**config.mk**
```make
export PLATFORM = sky130hd
export DESIGN_NAME = reg_wb_ctrl_flat
export DESIGN_NICKNAME = d
export VERILOG_FILES = /design/src/rtl/rv_pkg.sv /design/src/rtl/reg_wb_ctrl_if.sv /design/src/rtl/reg_wb_ctrl_wb_arbiter.sv /design/src/rtl/reg_wb_ctrl.sv /design/src/flat_wrapper.sv
export SDC_FILE = /design/constraint.sdc
export NUM_CORES = 1
export LEC_CHECK = 0
export ABC_CLOCK_PERIOD_IN_PS = 2100
export CAP_MARGIN = 30
export CORE_MARGIN = 1.5
export CORE_UTILIZATION = 33
export DETAILED_ROUTE_END_ITERATION = 10
export PLACE_DENSITY = 0.75
export SLEW_MARGIN = 10
export SYNTH_ARGS = -nofsm -noshare
export SYNTH_HDL_FRONTEND = slang
export SYNTH_SLANG_ARGS = --single-unit
```
**constraint.sdc**
```tcl
create_clock -name clk -period 2.1 [get_ports clk]
set_clock_uncertainty 0.05 [all_clocks]
set_input_delay 0.21 -clock clk [delete_from_list [all_inputs] [get_ports clk]]
set_output_delay 0.21 -clock clk [all_outputs]
set_load 0.01 [all_outputs]
```
**src/rtl/rv_pkg.sv**
```systemverilog
// Shared writeback definitions: default datapath geometry, the x0 register
// index and the writeback request record used by pipeline-side code.
package rv_pkg;

    localparam int unsigned XLEN       = 32;
    localparam int unsigned REG_ADDR_W = 5;

    localparam logic [REG_ADDR_W-1:0] REG_ZERO = '0;

    typedef struct packed {
        logic                  valid;
        logic [REG_ADDR_W-1:0] rd;
        logic [XLEN-1:0]       data;
    } wb_req_t;

endpackage

```
**src/rtl/reg_wb_ctrl_if.sv**
```systemverilog
// Bus bundle between the pipeline and the writeback controller: the ALU and
// load writeback handshakes, the register file write/read side, the operand
// outputs and the load scoreboard signals (live only with
// RV_WB_SCOREBOARD_EN).
interface reg_wb_ctrl_if #(
    parameter int unsigned WIDTH      = 32,
    parameter int unsigned ADDR_WIDTH = 5
);

    logic                  alu_valid;
    logic                  alu_ready;
    logic [ADDR_WIDTH-1:0] alu_rd;
    logic [WIDTH-1:0]      alu_data;
    logic                  ld_valid;
    logic                  ld_ready;
    logic [ADDR_WIDTH-1:0] ld_rd;
    logic [WIDTH-1:0]      ld_data;
    logic                  we;
    logic [ADDR_WIDTH-1:0] w_addr;
    logic [WIDTH-1:0]      w_data;
    logic [ADDR_WIDTH-1:0] r_addr1;
    logic [ADDR_WIDTH-1:0] r_addr2;
    logic [WIDTH-1:0]      read_reg1;
    logic [WIDTH-1:0]      read_reg2;
    logic [WIDTH-1:0]      op1;
    logic [WIDTH-1:0]      op2;
    logic                  ld_issue;
    logic [ADDR_WIDTH-1:0] ld_issue_rd;
    logic                  busy1;
    logic                  busy2;

    // Writeback controller side.
    modport slave (
        input  alu_valid, alu_rd, alu_data,
        input  ld_valid, ld_rd, ld_data,
        input  r_addr1, r_addr2, read_reg1, read_reg2,
        input  ld_issue, ld_issue_rd,
        output alu_ready, ld_ready,
        output we, w_addr, w_data,
        output op1, op2, busy1, busy2
    );

    // Pipeline / register file side.
    modport master (
        output alu_valid, alu_rd, alu_data,
        output ld_valid, ld_rd, ld_data,
        output r_addr1, r_addr2, read_reg1, read_reg2,
        output ld_issue, ld_issue_rd,
        input  alu_ready, ld_ready,
        input  we, w_addr, w_data,
        input  op1, op2, busy1, busy2
    );

endinterface

```
**src/rtl/reg_wb_ctrl_wb_arbiter.sv**
```systemverilog
// Writeback arbiter: loads win by default; after MAX_DEFER consecutive ALU
// losses the ALU is guaranteed one win. Ready outputs are combinational from
// the valids and the defer count.
module wb_arbiter #(
    parameter int unsigned WIDTH      = 32,
    parameter int unsigned ADDR_WIDTH = 5,
    parameter int unsigned MAX_DEFER  = 4
) (
    input  logic                  clk,
    input  logic                  rst_n,
    input  logic                  alu_valid_i,
    input  logic [ADDR_WIDTH-1:0] alu_rd_i,
    input  logic [WIDTH-1:0]      alu_data_i,
    input  logic                  ld_valid_i,
    input  logic [ADDR_WIDTH-1:0] ld_rd_i,
    input  logic [WIDTH-1:0]      ld_data_i,
    output logic                  alu_ready_o,
    output logic                  ld_ready_o,
    output logic                  ld_acc_o,
    output logic                  sel_valid_o,
    output logic [ADDR_WIDTH-1:0] sel_rd_o,
    output logic [WIDTH-1:0]      sel_data_o
);

    localparam logic [3:0] MAX_CNT = 4'(MAX_DEFER);

    logic [3:0] defer_q, defer_d;
    logic       forced;
    logic       alu_acc;
    logic       ld_acc;

    // Priority selection; at most one source is accepted per cycle.
    always_comb begin
        forced      = (defer_q == MAX_CNT);
        alu_ready_o = forced ? 1'b1 : ~ld_valid_i;
        ld_ready_o  = forced ? ~alu_valid_i : 1'b1;
        alu_acc     = alu_valid_i & alu_ready_o;
        ld_acc      = ld_valid_i & ld_ready_o;
        ld_acc_o    = ld_acc;
        sel_valid_o = alu_acc | ld_acc;
        sel_rd_o    = ld_acc ? ld_rd_i   : alu_rd_i;
        sel_data_o  = ld_acc ? ld_data_i : alu_data_i;
    end

    // Count consecutive ALU losses, saturating at MAX_DEFER.
    always_comb begin
        defer_d = defer_q;
        if (!alu_valid_i || alu_acc) begin
            defer_d = '0;
        end else if (ld_valid_i && (defer_q < MAX_CNT)) begin
            defer_d = defer_q + 4'd1;
        end
    end

    // Defer counter register.
    always_ff @(posedge clk or negedge rst_n) begin
        if (!rst_n) begin
            defer_q <= '0;
        end else begin
            defer_q <= defer_d;
        end
    end

endmodule

```
**src/rtl/reg_wb_ctrl.sv**
```systemverilog
// Writeback controller: arbitrates ALU/load results onto the registered
// register file write port and corrects same-edge read-after-write reads.
// Optional load scoreboard enabled by defining RV_WB_SCOREBOARD_EN.
module reg_wb_ctrl
    import rv_pkg::*;
#(
    parameter int unsigned WIDTH      = XLEN,
    parameter int unsigned ADDR_WIDTH = REG_ADDR_W,
    parameter int unsigned MAX_DEFER  = 4
) (
    input  logic          clk,
    input  logic          rst_n,
    reg_wb_ctrl_if.slave  bus
);

    localparam logic [ADDR_WIDTH-1:0] ZERO = ADDR_WIDTH'(REG_ZERO);

    logic                  alu_ready;
    logic                  ld_ready;
    logic                  ld_acc;
    logic                  sel_valid;
    logic [ADDR_WIDTH-1:0] sel_rd;
    logic [WIDTH-1:0]      sel_data;

    logic                  we_q, we_d;
    logic [ADDR_WIDTH-1:0] w_addr_q, w_addr_d;
    logic [WIDTH-1:0]      w_data_q, w_data_d;
    logic                  hit1_q, hit1_d;
    logic                  hit2_q, hit2_d;
    logic [WIDTH-1:0]      byp_q;

    wb_arbiter #(
        .WIDTH      (WIDTH),
        .ADDR_WIDTH (ADDR_WIDTH),
        .MAX_DEFER  (MAX_DEFER)
    ) u_arb (
        .clk         (clk),
        .rst_n       (rst_n),
        .alu_valid_i (bus.alu_valid),
        .alu_rd_i    (bus.alu_rd),
        .alu_data_i  (bus.alu_data),
        .ld_valid_i  (bus.ld_valid),
        .ld_rd_i     (bus.ld_rd),
        .ld_data_i   (bus.ld_data),
        .alu_ready_o (alu_ready),
        .ld_ready_o  (ld_ready),
        .ld_acc_o    (ld_acc),
        .sel_valid_o (sel_valid),
        .sel_rd_o    (sel_rd),
        .sel_data_o  (sel_data)
    );

    // Write stage next state: x0 writes are accepted but never presented.
    always_comb begin
        we_d     = sel_valid & (sel_rd != ZERO);
        w_addr_d = we_d ? sel_rd   : w_addr_q;
        w_data_d = we_d ? sel_data : w_data_q;
    end

    // Bypass hit detection against the write being committed this edge.
    always_comb begin
        hit1_d = we_q & (w_addr_q == bus.r_addr1) & (w_addr_q != ZERO);
        hit2_d = we_q & (w_addr_q == bus.r_addr2) & (w_addr_q != ZERO);
    end

    // Write port and bypass registers.
    always_ff @(posedge clk or negedge rst_n) begin
        if (!rst_n) begin
            we_q     <= 1'b0;
            w_addr_q <= '0;
            w_data_q <= '0;
            hit1_q   <= 1'b0;
            hit2_q   <= 1'b0;
            byp_q    <= '0;
        end else begin
            we_q     <= we_d;
            w_addr_q <= w_addr_d;
            w_data_q <= w_data_d;
            hit1_q   <= hit1_d;
            hit2_q   <= hit2_d;
            byp_q    <= w_data_q;
        end
    end

    assign bus.alu_ready = alu_ready;
    assign bus.ld_ready  = ld_ready;
    assign bus.we        = we_q;
    assign bus.w_addr    = w_addr_q;
    assign bus.w_data    = w_data_q;
    assign bus.op1       = hit1_q ? byp_q : bus.read_reg1;
    assign bus.op2       = hit2_q ? byp_q : bus.read_reg2;

`ifdef RV_WB_SCOREBOARD_EN
    localparam int unsigned NREGS = 1 << ADDR_WIDTH;

    logic [NREGS-1:0] busy_q, busy_d;

    // Clear on load writeback, then set on issue so a same-edge set wins.
    always_comb begin
        busy_d = busy_q;
        if (ld_acc) begin
            busy_d[bus.ld_rd] = 1'b0;
        end
        if (bus.ld_issue && (bus.ld_issue_rd != ZERO)) begin
            busy_d[bus.ld_issue_rd] = 1'b1;
        end
    end

    // Busy-bit storage.
    always_ff @(posedge clk or negedge rst_n) begin
        if (!rst_n) begin
            busy_q <= '0;
        end else begin
            busy_q <= busy_d;
        end
    end

    assign bus.busy1 = busy_q[bus.r_addr1];
    assign bus.busy2 = busy_q[bus.r_addr2];
`else
    logic unused_sb;

    assign unused_sb = ^{bus.ld_issue, bus.ld_issue_rd, ld_acc};
    assign bus.busy1 = 1'b0;
    assign bus.busy2 = 1'b0;
`endif

endmodule
```
**src/flat_wrapper.sv**
```systemverilog
// flat-port wrapper written by rule: the top's interface ports become plain ports
module reg_wb_ctrl_flat import rv_pkg::*;
#(
    parameter int unsigned WIDTH      = XLEN,
    parameter int unsigned ADDR_WIDTH = REG_ADDR_W,
    parameter int unsigned MAX_DEFER  = 4
)
  (clk, rst_n, bus_alu_valid, bus_alu_rd, bus_alu_data, bus_ld_valid, bus_ld_rd, bus_ld_data, bus_r_addr1, bus_r_addr2, bus_read_reg1, bus_read_reg2, bus_ld_issue, bus_ld_issue_rd, bus_alu_ready, bus_ld_ready, bus_we, bus_w_addr, bus_w_data, bus_op1, bus_op2, bus_busy1, bus_busy2);
  reg_wb_ctrl_if #(.WIDTH(WIDTH), .ADDR_WIDTH(ADDR_WIDTH)) bus_i ();
  input  logic clk;
  input  logic rst_n;
  input wire logic [$bits(bus_i.alu_valid)-1:0] bus_alu_valid;
  input wire logic [$bits(bus_i.alu_rd)-1:0] bus_alu_rd;
  input wire logic [$bits(bus_i.alu_data)-1:0] bus_alu_data;
  input wire logic [$bits(bus_i.ld_valid)-1:0] bus_ld_valid;
  input wire logic [$bits(bus_i.ld_rd)-1:0] bus_ld_rd;
  input wire logic [$bits(bus_i.ld_data)-1:0] bus_ld_data;
  input wire logic [$bits(bus_i.r_addr1)-1:0] bus_r_addr1;
  input wire logic [$bits(bus_i.r_addr2)-1:0] bus_r_addr2;
  input wire logic [$bits(bus_i.read_reg1)-1:0] bus_read_reg1;
  input wire logic [$bits(bus_i.read_reg2)-1:0] bus_read_reg2;
  input wire logic [$bits(bus_i.ld_issue)-1:0] bus_ld_issue;
  input wire logic [$bits(bus_i.ld_issue_rd)-1:0] bus_ld_issue_rd;
  output wire logic [$bits(bus_i.alu_ready)-1:0] bus_alu_ready;
  output wire logic [$bits(bus_i.ld_ready)-1:0] bus_ld_ready;
  output wire logic [$bits(bus_i.we)-1:0] bus_we;
  output wire logic [$bits(bus_i.w_addr)-1:0] bus_w_addr;
  output wire logic [$bits(bus_i.w_data)-1:0] bus_w_data;
  output wire logic [$bits(bus_i.op1)-1:0] bus_op1;
  output wire logic [$bits(bus_i.op2)-1:0] bus_op2;
  output wire logic [$bits(bus_i.busy1)-1:0] bus_busy1;
  output wire logic [$bits(bus_i.busy2)-1:0] bus_busy2;
  assign bus_i.alu_valid = bus_alu_valid;
  assign bus_i.alu_rd = bus_alu_rd;
  assign bus_i.alu_data = bus_alu_data;
  assign bus_i.ld_valid = bus_ld_valid;
  assign bus_i.ld_rd = bus_ld_rd;
  assign bus_i.ld_data = bus_ld_data;
  assign bus_i.r_addr1 = bus_r_addr1;
  assign bus_i.r_addr2 = bus_r_addr2;
  assign bus_i.read_reg1 = bus_read_reg1;
  assign bus_i.read_reg2 = bus_read_reg2;
  assign bus_i.ld_issue = bus_ld_issue;
  assign bus_i.ld_issue_rd = bus_ld_issue_rd;
  assign bus_alu_ready = bus_i.alu_ready;
  assign bus_ld_ready = bus_i.ld_ready;
  assign bus_we = bus_i.we;
  assign bus_w_addr = bus_i.w_addr;
  assign bus_w_data = bus_i.w_data;
  assign bus_op1 = bus_i.op1;
  assign bus_op2 = bus_i.op2;
  assign bus_busy1 = bus_i.busy1;
  assign bus_busy2 = bus_i.busy2;
  reg_wb_ctrl #(.WIDTH(WIDTH), .ADDR_WIDTH(ADDR_WIDTH), .MAX_DEFER(MAX_DEFER)) u_core (.clk(clk), .rst_n(rst_n), .bus(bus_i));
endmodule
```
==> results.json <==
{
  "yosys_most_used_dff": "sky130_fd_sc_hd__dfrtp_1",
  "final.hold.worst_slack_ps": 347.4,
  "clock_sink_count": 76,
  "dieWidth_um": 113.1,
  "initial_core_util_pct": 33.58,
  "timing.setup.tns_ps": 0,
  "reg2regPathDepth": 6,
  "powerDensity_nw_per_um2": 650.3,
  "overflow": 0,
  "synth.ff_latch_count": 76,
  "final.fill_count": 980,
  "globalplace.congestion": 0.7555,
  "most_frequently_used_cell_type_in_the_post_synthesis_netlist": "sky130_fd_sc_hd__mux2_2",
  "area_growth_synth_to_finish_pct": 81.14,
  "drt_first_pass_iters": 4,
  "grtUsageTotal_pct": 18.40,
  "layout_min_cycle_time_ps": 2056,
  "dp_hpwl_mm": 9.006,
  "synth_commonest_cells": "sky130_fd_sc_hd__mux2_2, sky130_fd_sc_hd__dfrtp_1, sky130_fd_sc_hd__mux2_4",
  "design_power_total_mw": 4.712,
  "yosys.area.top_type_share_pct": 47.54,
  "worstHoldPathType": "register to register",
  "synth.cell_area_um2": 4000,
  "wl_mm": 12.22,
  "via_per_inst": 4.760,
  "critPathKind": "register to primary output",
  "hold-path-cell-count": 0,
  "final_core_util_pct": 60.83,
  "critical_path_cell_by_cell": "buf_12, mux2_2, clkdlybuf4s50_1",
  "r2r_end": "u_core.bus.w_data[20]",
  "overall_via_count_from_detail_route": 3308,
  "synth_top_area_cell": "sky130_fd_sc_hd__dfrtp_1",
  "worstSetupEndpointType": "primary output",
  "cts_made_buffers": 9,
  "worstSkewPairLatency_ps": 320,
  "power_leakage_nw": 3.038,
  "cp-start-kind": "register",
  "route.detailed.drc": 0,
  "nets": 703,
  "share_of_post_route_cells_with_drive_strength_above_1_pct": 31.02,
  "timing.rr.start": "u_core.u_arb.defer_q[1]",
  "max_h_tree_level": 3,
  "clk_path_buf_depth": 2,
  "drt-initial-drc-count": 31,
  "synth-warning-count": 0,
  "timing.max_cap.violations": 0,
  "final-max-slew-violation-count": 0,
  "crit_arrival_ps": 1800,
  "dieHeight_um": 113.1,
  "reg2reg_slack_ps": 90,
  "worst_hold_startpoint": "u_core.bus.w_data[10]",
  "dpl_cell_area_um2": 6824,
  "clock-root-buffer": "sky130_fd_sc_hd__clkbuf_16",
  "tritoncts": "yes",
  "syn-mean-instance-area_um2": 14.34,
  "rows": 40,
  "fp.dieArea_um2": 12790,
  "cp_slowest_stage_delay_ps": 480,
  "placement.io_buffers": 255,
  "maximum_number_of_pins_on_one_net_before_global_route_repair": 77,
  "ant_nets": 0,
  "grt_pass1_vias": 3622,
  "clk_pin_slew_ps": 60,
  "grt_first_pass_wirelength_mm": 18.34,
  "crit_required_ps": 1840,
  "synth.top_cells.by_area": "sky130_fd_sc_hd__dfrtp_1, sky130_fd_sc_hd__mux2_2, sky130_fd_sc_hd__mux2_4",
  "finalInstanceArea_um2": 7246,
  "asyncSetResetFlopFracSynth_pct": 100.0,
  "drt-wirelength-per-cell_um": 17.58,
  "maxClockFrequency_ghz": 0.4864,
  "synth_edf_count": 0,
  "yosysSeqAreaShare_pct": 47.54,
  "post-route-period-util_pct": 97.91,
  "status": "completed",
  "ioPinCount": 264,
  "grt_antenna_before_repair": 0,
  "cp_max_fo": 16,
  "cpMaxStageDelayCell": "sky130_fd_sc_hd__clkdlybuf4s50_1",
  "ant_diodes": 0,
  "core_region_area_um2": 11910,
  "final-setup-viol-count": 0,
  "vdd.ir_drop.worst_mv": 0.4214,
  "postSynthCellCount": 279,
  "finalHoldViolations": 0,
  "min_to": "u_core.byp_q[10]",
  "ys_types": 29
}
where the power goes:
part           leakage, nW  switching, mW  internal (mW)
sequential           0.895          0.124           1.63
clock                0.157          0.560           1.16
combinational         1.99          0.397          0.839
cell usage in the layout (no fill, tap or decap), types with 2 or more instances in the layout:
cell type                         instances
sky130_fd_sc_hd__dfrtp_2                  2
sky130_fd_sc_hd__nand2_1                  3
sky130_fd_sc_hd__or4_1                    2
sky130_fd_sc_hd__clkbuf_16               11
sky130_fd_sc_hd__buf_4                    6
sky130_fd_sc_hd__o21ai_0                  2
sky130_fd_sc_hd__mux2_4                  29
sky130_fd_sc_hd__dlymetal6s2s_1           9
sky130_fd_sc_hd__xor2_1                   4
sky130_fd_sc_hd__clkbuf_1                 3
sky130_fd_sc_hd__nor2_1                   6
sky130_fd_sc_hd__nand3_1                  4
sky130_fd_sc_hd__buf_12                   7
sky130_fd_sc_hd__dfrtp_1                 74
sky130_fd_sc_hd__mux2i_1                  3
sky130_fd_sc_hd__a21oi_1                  2
sky130_fd_sc_hd__mux2_2                 105
sky130_fd_sc_hd__xnor2_1                  7
sky130_fd_sc_hd__conb_1                   2
sky130_fd_sc_hd__inv_1                    4
sky130_fd_sc_hd__nor4_1                   2
sky130_fd_sc_hd__bufinv_16                3
sky130_fd_sc_hd__clkdlybuf4s50_1        245
sequential cells by signal, summed over array words and instances (netlist names):
| register | cells |
|---|---|
| u_core.hit1_q | 1 |
| u_core.byp_q | 32 |
| u_core.bus.w_data | 32 |
| u_core.bus.w_addr | 5 |
| u_core.u_arb.defer_q | 4 |
| u_core.hit2_q | 1 |
| u_core.bus.we | 1 |
metal layers:
layer | routed length, um | up-vias | global-route usage [%]
met5 | 0 | - | 0
met1 | 4886 | 1611 | 20.82
met3 | 881 | 19 | 5.517
li1 | - | 1526 | -
met4 | 199 | 0 | 5.750
met2 | 6250 | 152 | 33.29
cell families (layout without fill, tap and decap cells):
kind of cell	count (synthesis)	count (layout)	share of synthesized area (%)
xor gates and xnor gates	11	11	2.408
other	1	2	0.09375
buffers and inverters	22	290	2.940
adders and majority gates	2	2	0.6255
DFF	76	76	47.54
and+or+nand+nor	21	21	2.940
AOI/OAI and AO/OA	9	9	2.252
muxes	137	137	41.19
repair_timing:
| item | in CTS | in global routing |
|---|---|---|
| cloned | 0 | 2 |
| endpoints found under the setup margin | 1 | 10 |
| hold endpoints to repair | 76 | 0 |
| hold buffers | 1 | 0 |
| pin swaps | 0 | 0 |
| gates resized for setup | 1 | 11 |
| buffers inserted | 0 | 0 |
layout make-up:
class / instances / area, um2 / area share, %
clock buffer: 12 / 236.5 / 3.264
clock inverter: 4 / 97.59 / 1.347
inverter: 4 / 15.01 / 0.2072
multi-input combinational: 182 / 1998 / 27.58
sequential: 76 / 1904 / 26.28
tap: 147 / 183.9 / 2.538
timing repair buffer: 270 / 2810 / 38.78
how the worst max path moves through the flow:
| stage | start | end | slack [ps] | cells past startpoint |
|---|---|---|---|---|
| global placement | bus_alu_rd[3] | u_core.bus.w_data[6] | -130 | 6 |
| floorplan | u_core.u_arb.defer_q[0] | u_core.bus.w_data[13] | 10 | 8 |
| detailed placement | bus_alu_rd[3] | u_core.bus.w_data[30] | -160 | 6 |
| global route | u_core.hit1_q | bus_op1[25] | -4 | 3 |
| CTS | u_core.hit2_q | bus_op2[11] | 9 | 3 |
| finish | u_core.hit1_q | bus_op1[8] | 40 | 3 |
critical path, delay by kind of cell (launching register included):
kind | cells | cell delay [ps]
flip-flops | 1 | 430
multiplexers | 1 | 360
buffers and inverters | 2 | 670
metrics by stage:
step / instances / setup WS, ps
final: 695 / 43.92
after global routing: 695 / -4.102
after CTS: 693 / 8.793
after detailed placement: 676 / -161.2
after global placement: 676 / -131.9
after floorplan: 280 / 11.14
Power figures use the tool's default switching activity.
